**config.mk**
```make
export PLATFORM = sky130hd
export DESIGN_NAME = signal_delayer_mc
export DESIGN_NICKNAME = d
export VERILOG_FILES = /design/src/rtl/signal_delayer_mc.sv
export SDC_FILE = /design/constraint.sdc
export NUM_CORES = 1
export LEC_CHECK = 0
export CAP_MARGIN = 5
export CELL_PAD_IN_SITES_DETAIL_PLACEMENT = 0
export CELL_PAD_IN_SITES_GLOBAL_PLACEMENT = 1
export CORE_MARGIN = 4
export CORE_UTILIZATION = 46
export CTS_CLUSTER_SIZE = 24
export DETAILED_ROUTE_END_ITERATION = 10
export GPL_ROUTABILITY_DRIVEN = 0
export PLACE_DENSITY_LB_ADDON = 0.1
export REMOVE_ABC_BUFFERS = 1
export SLEW_MARGIN = 10
export SYNTH_ARGS = -nofsm -noshare
export SYNTH_HDL_FRONTEND = slang
export SYNTH_SLANG_ARGS = --single-unit
```
**constraint.sdc**
```tcl
create_clock -name clk -period 3.4 [get_ports clk]
set_input_delay 0.34 -clock clk [delete_from_list [all_inputs] [get_ports clk]]
set_output_delay 0.34 -clock clk [all_outputs]
set_load 0.005 [all_outputs]
```
**src/rtl/signal_delayer_mc.sv**
```systemverilog
// Multi-channel signal delayer: per-channel rise/fall glitch qualification with
// a selectable filter (follow) or stretch (fixed-width pulse) output behaviour.
module signal_delayer_mc #(
   parameter int unsigned CHANNELS = 4,
   parameter int unsigned CNT_W    = 8
) (
   input  logic                clk,
   input  logic                rstn,
   input  logic [CHANNELS-1:0] sig_in,
   input  logic [CHANNELS-1:0] en,
   input  logic [CHANNELS-1:0] mode,
   input  logic [CNT_W-1:0]    rise_dly,
   input  logic [CNT_W-1:0]    fall_dly,
   output logic [CHANNELS-1:0] sig_out,
   output logic [CHANNELS-1:0] rise_pulse
);

   localparam int unsigned EXT_W = CNT_W + 1;

   typedef enum logic [2:0] {
      IDLE      = 3'd0,
      RISE_WAIT = 3'd1,
      HIGH      = 3'd2,
      FALL_WAIT = 3'd3,
      HOLD      = 3'd4,
      REARM     = 3'd5
   } state_t;

   for (genvar c = 0; c < CHANNELS; c++) begin : g_ch
      state_t             state_q, state_d;
      logic [CNT_W-1:0]   cnt_q, cnt_d, cnt_sat;
      logic [EXT_W-1:0]   cnt_inc;
      logic               mode_q, mode_d;
      logic               pulse_d;
      logic               out_q, pulse_q;
      logic               rise_done, fall_done;

      // cnt+1 >= dly is cnt >= dly-1 without underflow when a delay drops to 0
      assign cnt_inc   = EXT_W'(cnt_q) + EXT_W'(1);
      assign rise_done = (cnt_inc >= EXT_W'(rise_dly));
      assign fall_done = (cnt_inc >= EXT_W'(fall_dly));
      assign cnt_sat   = (cnt_q == {CNT_W{1'b1}}) ? cnt_q : cnt_q + CNT_W'(1);

      always_comb begin
         state_d = state_q;
         cnt_d   = cnt_q;
         mode_d  = mode_q;
         pulse_d = 1'b0;
         if (!en[c]) begin
            state_d = IDLE;
            cnt_d   = '0;
         end else begin
            case (state_q)
               IDLE: begin
                  cnt_d = '0;
                  if (sig_in[c]) begin
                     if (rise_dly == '0) begin
                        state_d = HIGH;
                        mode_d  = mode[c];
                        pulse_d = 1'b1;
                     end else begin
                        state_d = RISE_WAIT;
                     end
                  end
               end
               RISE_WAIT: begin
                  if (!sig_in[c]) begin
                     state_d = IDLE;
                     cnt_d   = '0;
                  end else if (rise_done) begin
                     state_d = HIGH;
                     cnt_d   = '0;
                     mode_d  = mode[c];
                     pulse_d = 1'b1;
                  end else begin
                     cnt_d = cnt_sat;
                  end
               end
               HIGH: begin
                  if (mode_q) begin
                     // First pulse cycle already spent in HIGH; zero width extension exits now
                     if (fall_dly != '0) state_d = HOLD;
                     else                state_d = sig_in[c] ? REARM : IDLE;
                  end else if (!sig_in[c]) begin
                     cnt_d   = '0;
                     state_d = (fall_dly == '0) ? IDLE : FALL_WAIT;
                  end
               end
               FALL_WAIT: begin
                  if (sig_in[c]) begin
                     state_d = HIGH;
                     cnt_d   = '0;
                  end else if (fall_done) begin
                     state_d = IDLE;
                     cnt_d   = '0;
                  end else begin
                     cnt_d = cnt_sat;
                  end
               end
               HOLD: begin
                  if (fall_done) begin
                     state_d = sig_in[c] ? REARM : IDLE;
                     cnt_d   = '0;
                  end else begin
                     cnt_d = cnt_sat;
                  end
               end
               REARM: begin
                  if (!sig_in[c]) state_d = IDLE;
               end
               default: begin
                  state_d = IDLE;
                  cnt_d   = '0;
               end
            endcase
         end
      end

      always_ff @(posedge clk or negedge rstn) begin
         if (!rstn) begin
            state_q <= IDLE;
            cnt_q   <= '0;
            mode_q  <= 1'b0;
            out_q   <= 1'b0;
            pulse_q <= 1'b0;
         end else begin
            state_q <= state_d;
            cnt_q   <= cnt_d;
            mode_q  <= mode_d;
            out_q   <= (state_d == HIGH) || (state_d == FALL_WAIT) || (state_d == HOLD);
            pulse_q <= pulse_d;
         end
      end

      assign sig_out[c]    = out_q;
      assign rise_pulse[c] = pulse_q;
   end

endmodule

```
# --- Word level (Yosys, flattened, before mapping) ---
# Cells that the tools add are included.
totals:
  output_inout_bits: 8
  word_cells: 258
  reg_bits: 56
  inputBits: 30
op_classes:
  order_cmp: 8
  n_addsub: 8
  eq_ne: 64
  n_mux: 131
  n_reduce_logical: 27
ops:
  columns: ["operator", "n"]
  rows:
  - ["8-bit two-way mux", 32]
  - ["8-bit case mux with 5 select lines", 4]
  - ["3-bit two-way mux", 48]
  - ["9-bit by 8-bit greater-or-equal comparator with 1-bit output", 8]
  - ["3-bit case mux with 6 select lines", 4]
  - ["3-bit by 2-bit == test with 1-bit output, second input constant", 16]
  - ["2-bit != test, second input constant", 20]
  - ["8-bit by 1-bit adder with 9-bit output, second input constant", 4]
  - ["3-bit == test, second input constant", 12]
  - ["1-bit two-way mux", 33]
  - ["8-bit by 1-bit adder with 8-bit output, second input constant", 4]
  - ["8-bit == test, second input constant", 4]
  - ["3-bit != test, second input constant", 8]
  - ["6-bit AND reduction", 4]
  - ["8-bit zero test", 2]
  - ["1-bit case mux with 2 select lines", 8]
  - ["3-bit by 1-bit == test with 1-bit output, second input constant", 4]
  - ["3-bit zero test", 4]
  - ["3-bit AND reduction", 4]
  - ["1-bit logical OR", 8]
  - ["2-bit nonzero test", 4]
  - ["8-bit nonzero test", 1]
  - ["2-bit two-way mux", 2]

# --- Logic depth before layout (Yosys ltp) ---
# Gate-level depths: netlist of the first run.
logic_depth:
  depth_word: 9
  ltp_mapped: 13
  depth_no_buf: 13

# --- Worst setup path after synthesis of the first run ---
# OpenSTA, ideal clock, no wires.
synth_path:
  path_kind: "register to register"
  startpoint: "reg g_ch[2].cnt_q[0]"
  endpoint: "reg g_ch[2].mode_q"
  path_buffers: 0
  required_ns: 3.275
  synth_period_minus_slack_ns: 3.025
  arrival_ns: 2.900
  path_stages_with_launch: 13
  path_slack_ns: 0.375
  setup_ns: 0.125
  path_cell_list: "dfrtp_1 -> ha_1 -> nand3_1 -> nor2_1 -> xor2_1 -> ha_1 -> nand4_1 -> nor2_1 -> o31a_1 -> or4_1 -> mux2_4 -> nor4b_4 -> mux2_4"
synth_between:
  elab_chain_len: 4
synth_rtl:
  columns: ["element", "line_no", "source"]
  rows:
  - ["start, declared", "31", "logic [CNT_W-1:0] cnt_q, cnt_d, cnt_sat;"]
  - ["start signal, assigned", "128", "cnt_q <= cnt_d;"]
  - ["8-bit by 1-bit adder with 9-bit output", "39", "assign cnt_inc = EXT_W'(cnt_q) + EXT_W'(1);"]
  - ["9-bit by 8-bit greater-or-equal comparator with 1-bit output", "40", "assign rise_done = (cnt_inc >= EXT_W'(rise_dly));"]
  - ["2-bit != test (no line)", null, null]
  - ["6-bit AND reduction (no line)", null, null]
  - ["end signal, assigned", "129", "mode_q <= mode_d;"]
  - ["end, declared", "33", "logic mode_q, mode_d;"]
# Every way passes these cells.
# A chain may end at the register's enable or synchronous reset.

# --- Worst setup path in the final report of the first run ---
# Ends and elaborated chain as after synthesis.

==> impl_results.md, run 1 <==
* Outcome: finished, final reports clean
* Hold crit path type: input port to asynchronous set/reset pin
* Worst-path maximum fanout at 6
* Die ar. at 12900 µm²
* Post-route insts no fill at 797
* Switching portion of total power at 34.5%
* Core ar. at 10900 µm²
* Initial Utilization at 47.3%
* Via count at 4592
* Fin crit share at 95.5%
* Psw at 0.580 mW
* Commonest non-fill, non-tap cell in the layout: ha_1
* Post-Syn Instances at 609
* Min cycle time layout at 3250 ps
* # DRC at 0
* CP Class: flop to flop
* Setup Viol. Count Final at 0
* R2r worst-path depth at 12
* Slew margin rel. at 32.7%
* Net count, final at 754
* Placed Area at 5720 µm²
* Clock Sinks at 56
* Post-route cell area at 5900 µm²
* Least-Margin Pin Slew at 1010 ps
* Starting DRT DRC Count at 292
* Ant diodes at 0
* Global-route wire length before repair at 22300 µm
* Die Y at 114 µm
* Initial antenna violation count at 0
* MaxCap Viol Count at 0
* Post-DP HPWL at 10500 µm
* Post-Route WL at 13500 µm
* Hold Violations, Final at 0
* Via/cell ratio at 5.76
* Num CTS Buffers at 5
* Internal at 1.10 mW
* Leak at 2.76 nW
* Die X-Extent at 114 µm
* Grt ovf at 0
* PwrDens at 285 nW/µm²
* Post-Synthesis Cell Area at 5150 µm²
* Ys async rst share at 100%
* Clock power frac at 24.2%
* GRT Overall Usage at 21.6%
* Number of core rows at 38
* Fmax at 0.308 GHz
* Syn Area/Cell at 8.45 µm²
* Post-DRT Antenna Nets at 0
* Worst path required time at 3640 ps
* Tot Pwr at 1.68 mW
* Share of power burned in registers at 46.0%
* Vias in the first global route at 4425
* Clock latency on the worst-skew pair at 340 ps
* Root buffer cell: clkbuf_8
* Num ports at 38
* IO Port Bufs at 37
* Synthesized flop and latch total at 56
* Netlist cell types at 76
* Final Max Tran Viols at 0
* Area Growth Syn to Fin at 14.6%
* Met1 Use GR at 31.1%
* Layout cell share with drive strength beyond 1 at 10.8%
* TritonRoute pass-1 iters at 5
* Most used DFF post-synth: dfrtp_1
* Largest net degree at the start of global routing at 43
* Worst setup SP type: flop
* Busiest grt layer: met2
* Most frequent cells in the layout: 67 x ha_1, 58 x nor2_1, 57 x nand2_1
* Met2 usage at 33.0%
* Met3 Use GR at 3.18%
* Seq/Total Area, Yosys at 27.2%
* CTS Hold Bufs at 0
* Arrival time at the worst endpoint at 3480 ps
* Worst-path clk slew at 100 ps
* WL per Instance at 16.9 µm
* Clk buf depth at 2
* CTS tree: built
* Worst vdd ir at 0.240 mV
* EDFF count, synth at 0
* H-tree Lvls at 2
* Element type at the critical path end: flop
* Gate power share at 29.9%
* Post-route setup TNS at 0 ps
* Placed Cells at 785
* Synth Warn # at 0
* Setup Skew at 4.08 ps
==> flip-flops by register name (all words and copies together) (netlist names) <==
signal        flops
g_ch.mode_q       4
g_ch.out_q        4
g_ch.pulse_q      4
g_ch.cnt_q       32
g_ch.state_q     12
==> cells in the mapped netlist (3+ instances only) <==
cell       number  share of area (%)
and3_1          4               0.49
buf_4           9                1.3
nand4_1         5               0.61
a211o_1         4               0.68
nor2_2          3               0.36
a21boi_0        4               0.58
o2bb2ai_1       4               0.68
nand2b_1       11                1.3
a211oi_1        5               0.73
a21o_1         10                1.5
nand2_1        58                4.2
nor2_1         59                4.3
nor3b_1         6               0.87
a21oi_1        40                3.9
ha_1           68                 17
o32ai_1         4               0.68
o21bai_1        5               0.73
nor3_1         12                1.2
nor4_1          7               0.85
dfrtp_1        56                 27
a32o_1          3               0.58
nand3b_1        6               0.87
o21ai_1        11                1.1
inv_1          37                2.7
o22ai_1        12                1.5
and2_1          9                1.1
nand3_1        27                2.6
or2_2           4               0.49
o21ai_0        22                2.1
a31oi_1         4               0.49
nor2b_1         5               0.61
xnor2_1        12                2.0
xor2_1         11                1.9
o211ai_1        5               0.73
buf_2           4               0.39
clkbuf_1        9               0.66
==> layer usage <==
metal  vias to the layer above  routed length (µm)
met5                         -                   0
met3                        18                 540
met1                      2159                6600
met2                       103                6000
met4                         0                 326
li1                       2312                   -
==> metrics by stage <==
stage	hold WS, ps	utilization, %	setup slack (ps)
floorplan	44.4	-	281
global placement	505	52.5	54.9
detailed placement	518	52.5	-57.4
CTS	197	53.4	2.91
global route	255	54.2	-7.31
finish	160	54.2	154
==> cells by family after synthesis <==
family / count (synthesis) / synth area share [%]
and+or+nand+nor: 235 / 23.9
buffers and inverters: 61 / 5.35
adders and majority gates: 68 / 16.5
xor gates and xnor gates: 23 / 3.91
AOI/OAI and AO/OA: 159 / 21.4
muxes: 7 / 1.65
DFF: 56 / 27.2
==> power groups by stage <==
stage	Sequential [mW]	Clock, mW	Combinational [mW]
after global placement	0.778	0	0.472
after detailed placement	0.781	0	0.484
after global routing	0.781	0.445	0.564
final	0.771	0.406	0.501
after floorplan	0.768	0	0.314
after CTS	0.767	0.422	0.487
==> path summary, 6_finish.rpt <==
check	start	to	slack (ps)
setup / recovery	g_ch[2].cnt_q[0]$_DFFE_PN0P_	g_ch[2].mode_q$_DFFE_PN0P_	150
hold / removal	rstn	g_ch[2].state_q[2]$_DFF_PN0_	160
setup reg to reg	g_ch[2].cnt_q[0]$_DFFE_PN0P_	g_ch[2].mode_q$_DFFE_PN0P_	150
hold reg to reg	g_ch[1].cnt_q[0]$_DFFE_PN0P_	g_ch[1].cnt_q[0]$_DFFE_PN0P_	540
max in group asynchronous	rstn	g_ch[1].cnt_q[0]$_DFFE_PN0P_	2420
min in group clk	g_ch[1].cnt_q[0]$_DFFE_PN0P_	g_ch[1].cnt_q[0]$_DFFE_PN0P_	540
==> layout make-up <==
cell class / count / area (µm²)
Sequential cell: 56 / 1410
Timing Repair Buffer: 63 / 573
Inverter: 38 / 143
Multi-Input combinational cell: 492 / 3510
Fill cell: 1040 / 4990
Clock buffer: 8 / 90.1
Tap cell: 140 / 175
==> repair_timing <==
action                                  in CTS  in global routing
endpoints found under the setup margin       4                 22
pin swaps                                    0                  5
hold endpoints to repair                     0                  0
resized for setup                            1                  9
setup buffers                                0                  4
==> worst max-delay path: stages (launching register included) <==
cell and delay, ps:
dfrtp_2 440, ha_1 260, nand3_1 130, nor2_1 230, xor2_1 280, ha_1 300
nand4_1 110, nor2_1 60, o31a_1 110, or4_1 500, mux2_4 290, nor4b_4 140
mux2_4 300
Power figures use the tool's default switching activity.
==> run 2, diff against run 1 <==
--- a/config.mk
+++ b/config.mk
@@ -14,6 +14,7 @@
 export DETAILED_ROUTE_END_ITERATION = 10
 export GPL_ROUTABILITY_DRIVEN = 0
 export PLACE_DENSITY_LB_ADDON = 0.1
+export RECOVER_POWER = 50
 export REMOVE_ABC_BUFFERS = 1
 export SLEW_MARGIN = 10
 export SYNTH_ARGS = -nofsm -noshare
==> impl_results.md, run 2 (synthesis gave the netlist of run 1 again) <==
* Root buffer cell: clkbuf_8
* CTS tree: built
* Global-route wire length before repair at 22300 µm (unchanged)
* Die Y at 114 µm (unchanged)
* Hold crit path type: flop to flop
* # DRC at 0 (unchanged)
* Initial antenna violation count at 0 (unchanged)
* FF+latch area at 1410 µm² (unchanged)
* Num ports at 38 (unchanged)
* Setup Slack @ Placement at -57.4 ps (unchanged)
* Worst path bufs/invs at 0 (unchanged)
* Post-Route WL at 13400 µm (-0.15%)
* Core ar. at 10900 µm² (unchanged)
* Failing checks: capacitance limit, slew limit
* Worst vdd ir at 0.240 mV (about the same)
* Worst setup SP type: flop
* CP Class: flop to flop
* Area used by multi-input combinational logic at 3510 µm² (unchanged)
* Leading registers by flop count: g_ch.cnt_q (32), g_ch.state_q (12)
* Post-DRT Antenna Nets at 0 (unchanged)
* Clock Sinks at 56 (unchanged)
* Clk buf depth at 2 (unchanged)
* Clock latency on the worst-skew pair at 340 ps (about the same)
* Tot Pwr at 1.68 mW (-0.17%)
* TritonRoute pass-1 iters at 5 (unchanged)
* Number of core rows at 38 (unchanged)
* Arrival time at the worst endpoint at 3480 ps (about the same)
* Num CTS Buffers at 5 (unchanged)
* Final WS setup at 154 ps (-0.265 ps)
* Worst path required time at 3640 ps (about the same)
* PwrDens at 284 nW/µm² (about the same)
* Initial Utilization at 47.3% (unchanged)
* Fmax at 0.308 GHz (about the same)
* Final Max Tran Viols at 43 (+43)
* Fin crit share at 95.5% (about the same)
* Worst-path clk slew at 100 ps (about the same)
* Ant diodes at 0 (unchanged)
* H-tree Lvls at 2 (unchanged)
* Layout cell share with drive strength beyond 1 at 10.5% (-0.30 points)
* Crit-path cells: ha_1, nand3_1, nor2_1, xor2_1, ha_1, nand4_1, nor2_1, o31a_1, or4_1, mux2_4, nor4b_4, mux2_4
* Largest stage delay on the critical path at 500 ps (about the same)
* R2r worst-path depth at 12 (unchanged)
* Worst-path maximum fanout at 6 (unchanged)
* Register with the most flip-flops: g_ch.cnt_q
* Setup Viol. Count Final at 0 (unchanged)
* Grt ovf at 0 (unchanged)
* Post-route insts no fill at 797 (unchanged)
* Hold Violations, Final at 0 (unchanged)
* Slew margin rel. at -60.7% (-93 points)
* Crit. path cell count at 12 (unchanged)
* IO Port Bufs at 37 (unchanged)
* Net count, final at 754 (unchanged)
* Critical Path Slowest Stage Cell: or4_1
* MaxCap Viol Count at 1 (+1)
* Placed Cells at 785 (unchanged)
* Largest register FFs at 32 (unchanged)
* Die X-Extent at 114 µm (unchanged)
* WL per Instance at 16.9 µm (-0.15%)
* Die ar. at 12900 µm² (unchanged)
* Largest net degree at the start of global routing at 43 (unchanged)
* Min cycle time layout at 3250 ps (+0.265 ps)
* Filler Cells Inserted at 1042 (+0.19%)
* Largest delay share family, worst path: simple AND/OR/NAND/NOR gates
* Commonest non-fill, non-tap cell in the layout: ha_1
* Finished Core Util at 54.1% (about the same)
* Element type at the critical path end: flop
* Least-Margin Pin Slew at 2410 ps (+1400 ps)
* GRT Overall Usage at 21.6% (unchanged)
* Hold Path Cell Cnt at 1
* Leak at 2.77 nW (+0.25%)
* Area Growth Syn to Fin at 14.5% (about the same)
* Post-DP HPWL at 10500 µm (unchanged)
* Most frequent cells in the layout: 67 x ha_1, 58 x nor2_1, 57 x nand2_1
* Outcome: finished, violations left
* Vias in the first global route at 4425 (unchanged)
* Setup Skew at 3.53 ps (-0.553 ps)
* Via/cell ratio at 5.74 (-0.41%)
* Starting DRT DRC Count at 306 (+4.8%)
* Via count at 4573 (-0.41%)
-- run 2: cell count changes in the layout (fill, tap and decap cells not counted), sizes merged --
cell	delta
clkdlybuf4s50	-4
buf	-2
clkbuf	+2
dlygate4sd3	+4
-- run 2: worst paths after layout --
| kind | end | slack [ps] | startpoint |
|---|---|---|---|
| min in group asynchronous | g_ch[2].state_q[2]$_DFF_PN0_ | 720 | rstn |
| hold / removal | g_ch[1].cnt_q[0]$_DFFE_PN0P_ | 530 | g_ch[1].cnt_q[0]$_DFFE_PN0P_ |
| max in group asynchronous | g_ch[1].cnt_q[0]$_DFFE_PN0P_ | 880 | rstn |
| setup reg to reg | g_ch[2].mode_q$_DFFE_PN0P_ | 150 | g_ch[2].cnt_q[0]$_DFFE_PN0P_ |
| hold reg to reg | g_ch[1].cnt_q[0]$_DFFE_PN0P_ | 530 | g_ch[1].cnt_q[0]$_DFFE_PN0P_ |
| setup / recovery | g_ch[2].mode_q$_DFFE_PN0P_ | 150 | g_ch[2].cnt_q[0]$_DFFE_PN0P_ |
-- run 2: where the power goes --
group          switching [mW]  total, mW  internal (mW)
sequential             0.0642      0.771          0.707
clock                   0.238      0.405          0.167
combinational           0.276      0.499          0.223
-- run 2: what timing repair did --
action                     CTS  global route
hold buffers                 0             0
buffers inserted             0             4
pin swaps                    0             5
setup endpoints to repair    4            22
cloned                       0             0
gates resized for setup      1             9
-- run 2: through the flow --
stage / setup TNS, ps / area (µm²) / hold WS (ps)
final: 0 / 5890 / 535
after global routing: -11.2 / 5890 / 565
after CTS: 0 / 5820 / 197
after detailed placement: -89.5 / 5720 / 518
after global placement: 0 / 5720 / 505
after floorplan: 0 / 5010 / 44.4
-- run 2: per-layer routing --
metal / track usage [%] / vias to the layer above / wire length (µm)
li1: - / 2315 / -
met1: 31.1 / 2151 / 6580
met2: 33.0 / 91 / 6020
met3: 3.18 / 16 / 525
met4: 7.76 / 0 / 319
met5: 0 / - / 0
-- run 2: area by class of cell --
cell class,count,share of cell area (%)
multi-input cells,492,59.6
flip-flops and latches,56,23.8
repair buffers,63,9.64
well taps,140,2.97
inverters,38,2.42
clock buffers,8,1.53
-- run 2: worst reg2reg max path: cells and delay by family (launching register included) --
family / cells / cell delay [ps]
adder cells (fa/ha/maj): 2 / 560
AO/OA/AOI/OAI: 1 / 110
flip-flops: 1 / 440
XOR/XNOR: 1 / 280
AND/OR/NAND/NOR: 6 / 1170
multiplexers: 2 / 600
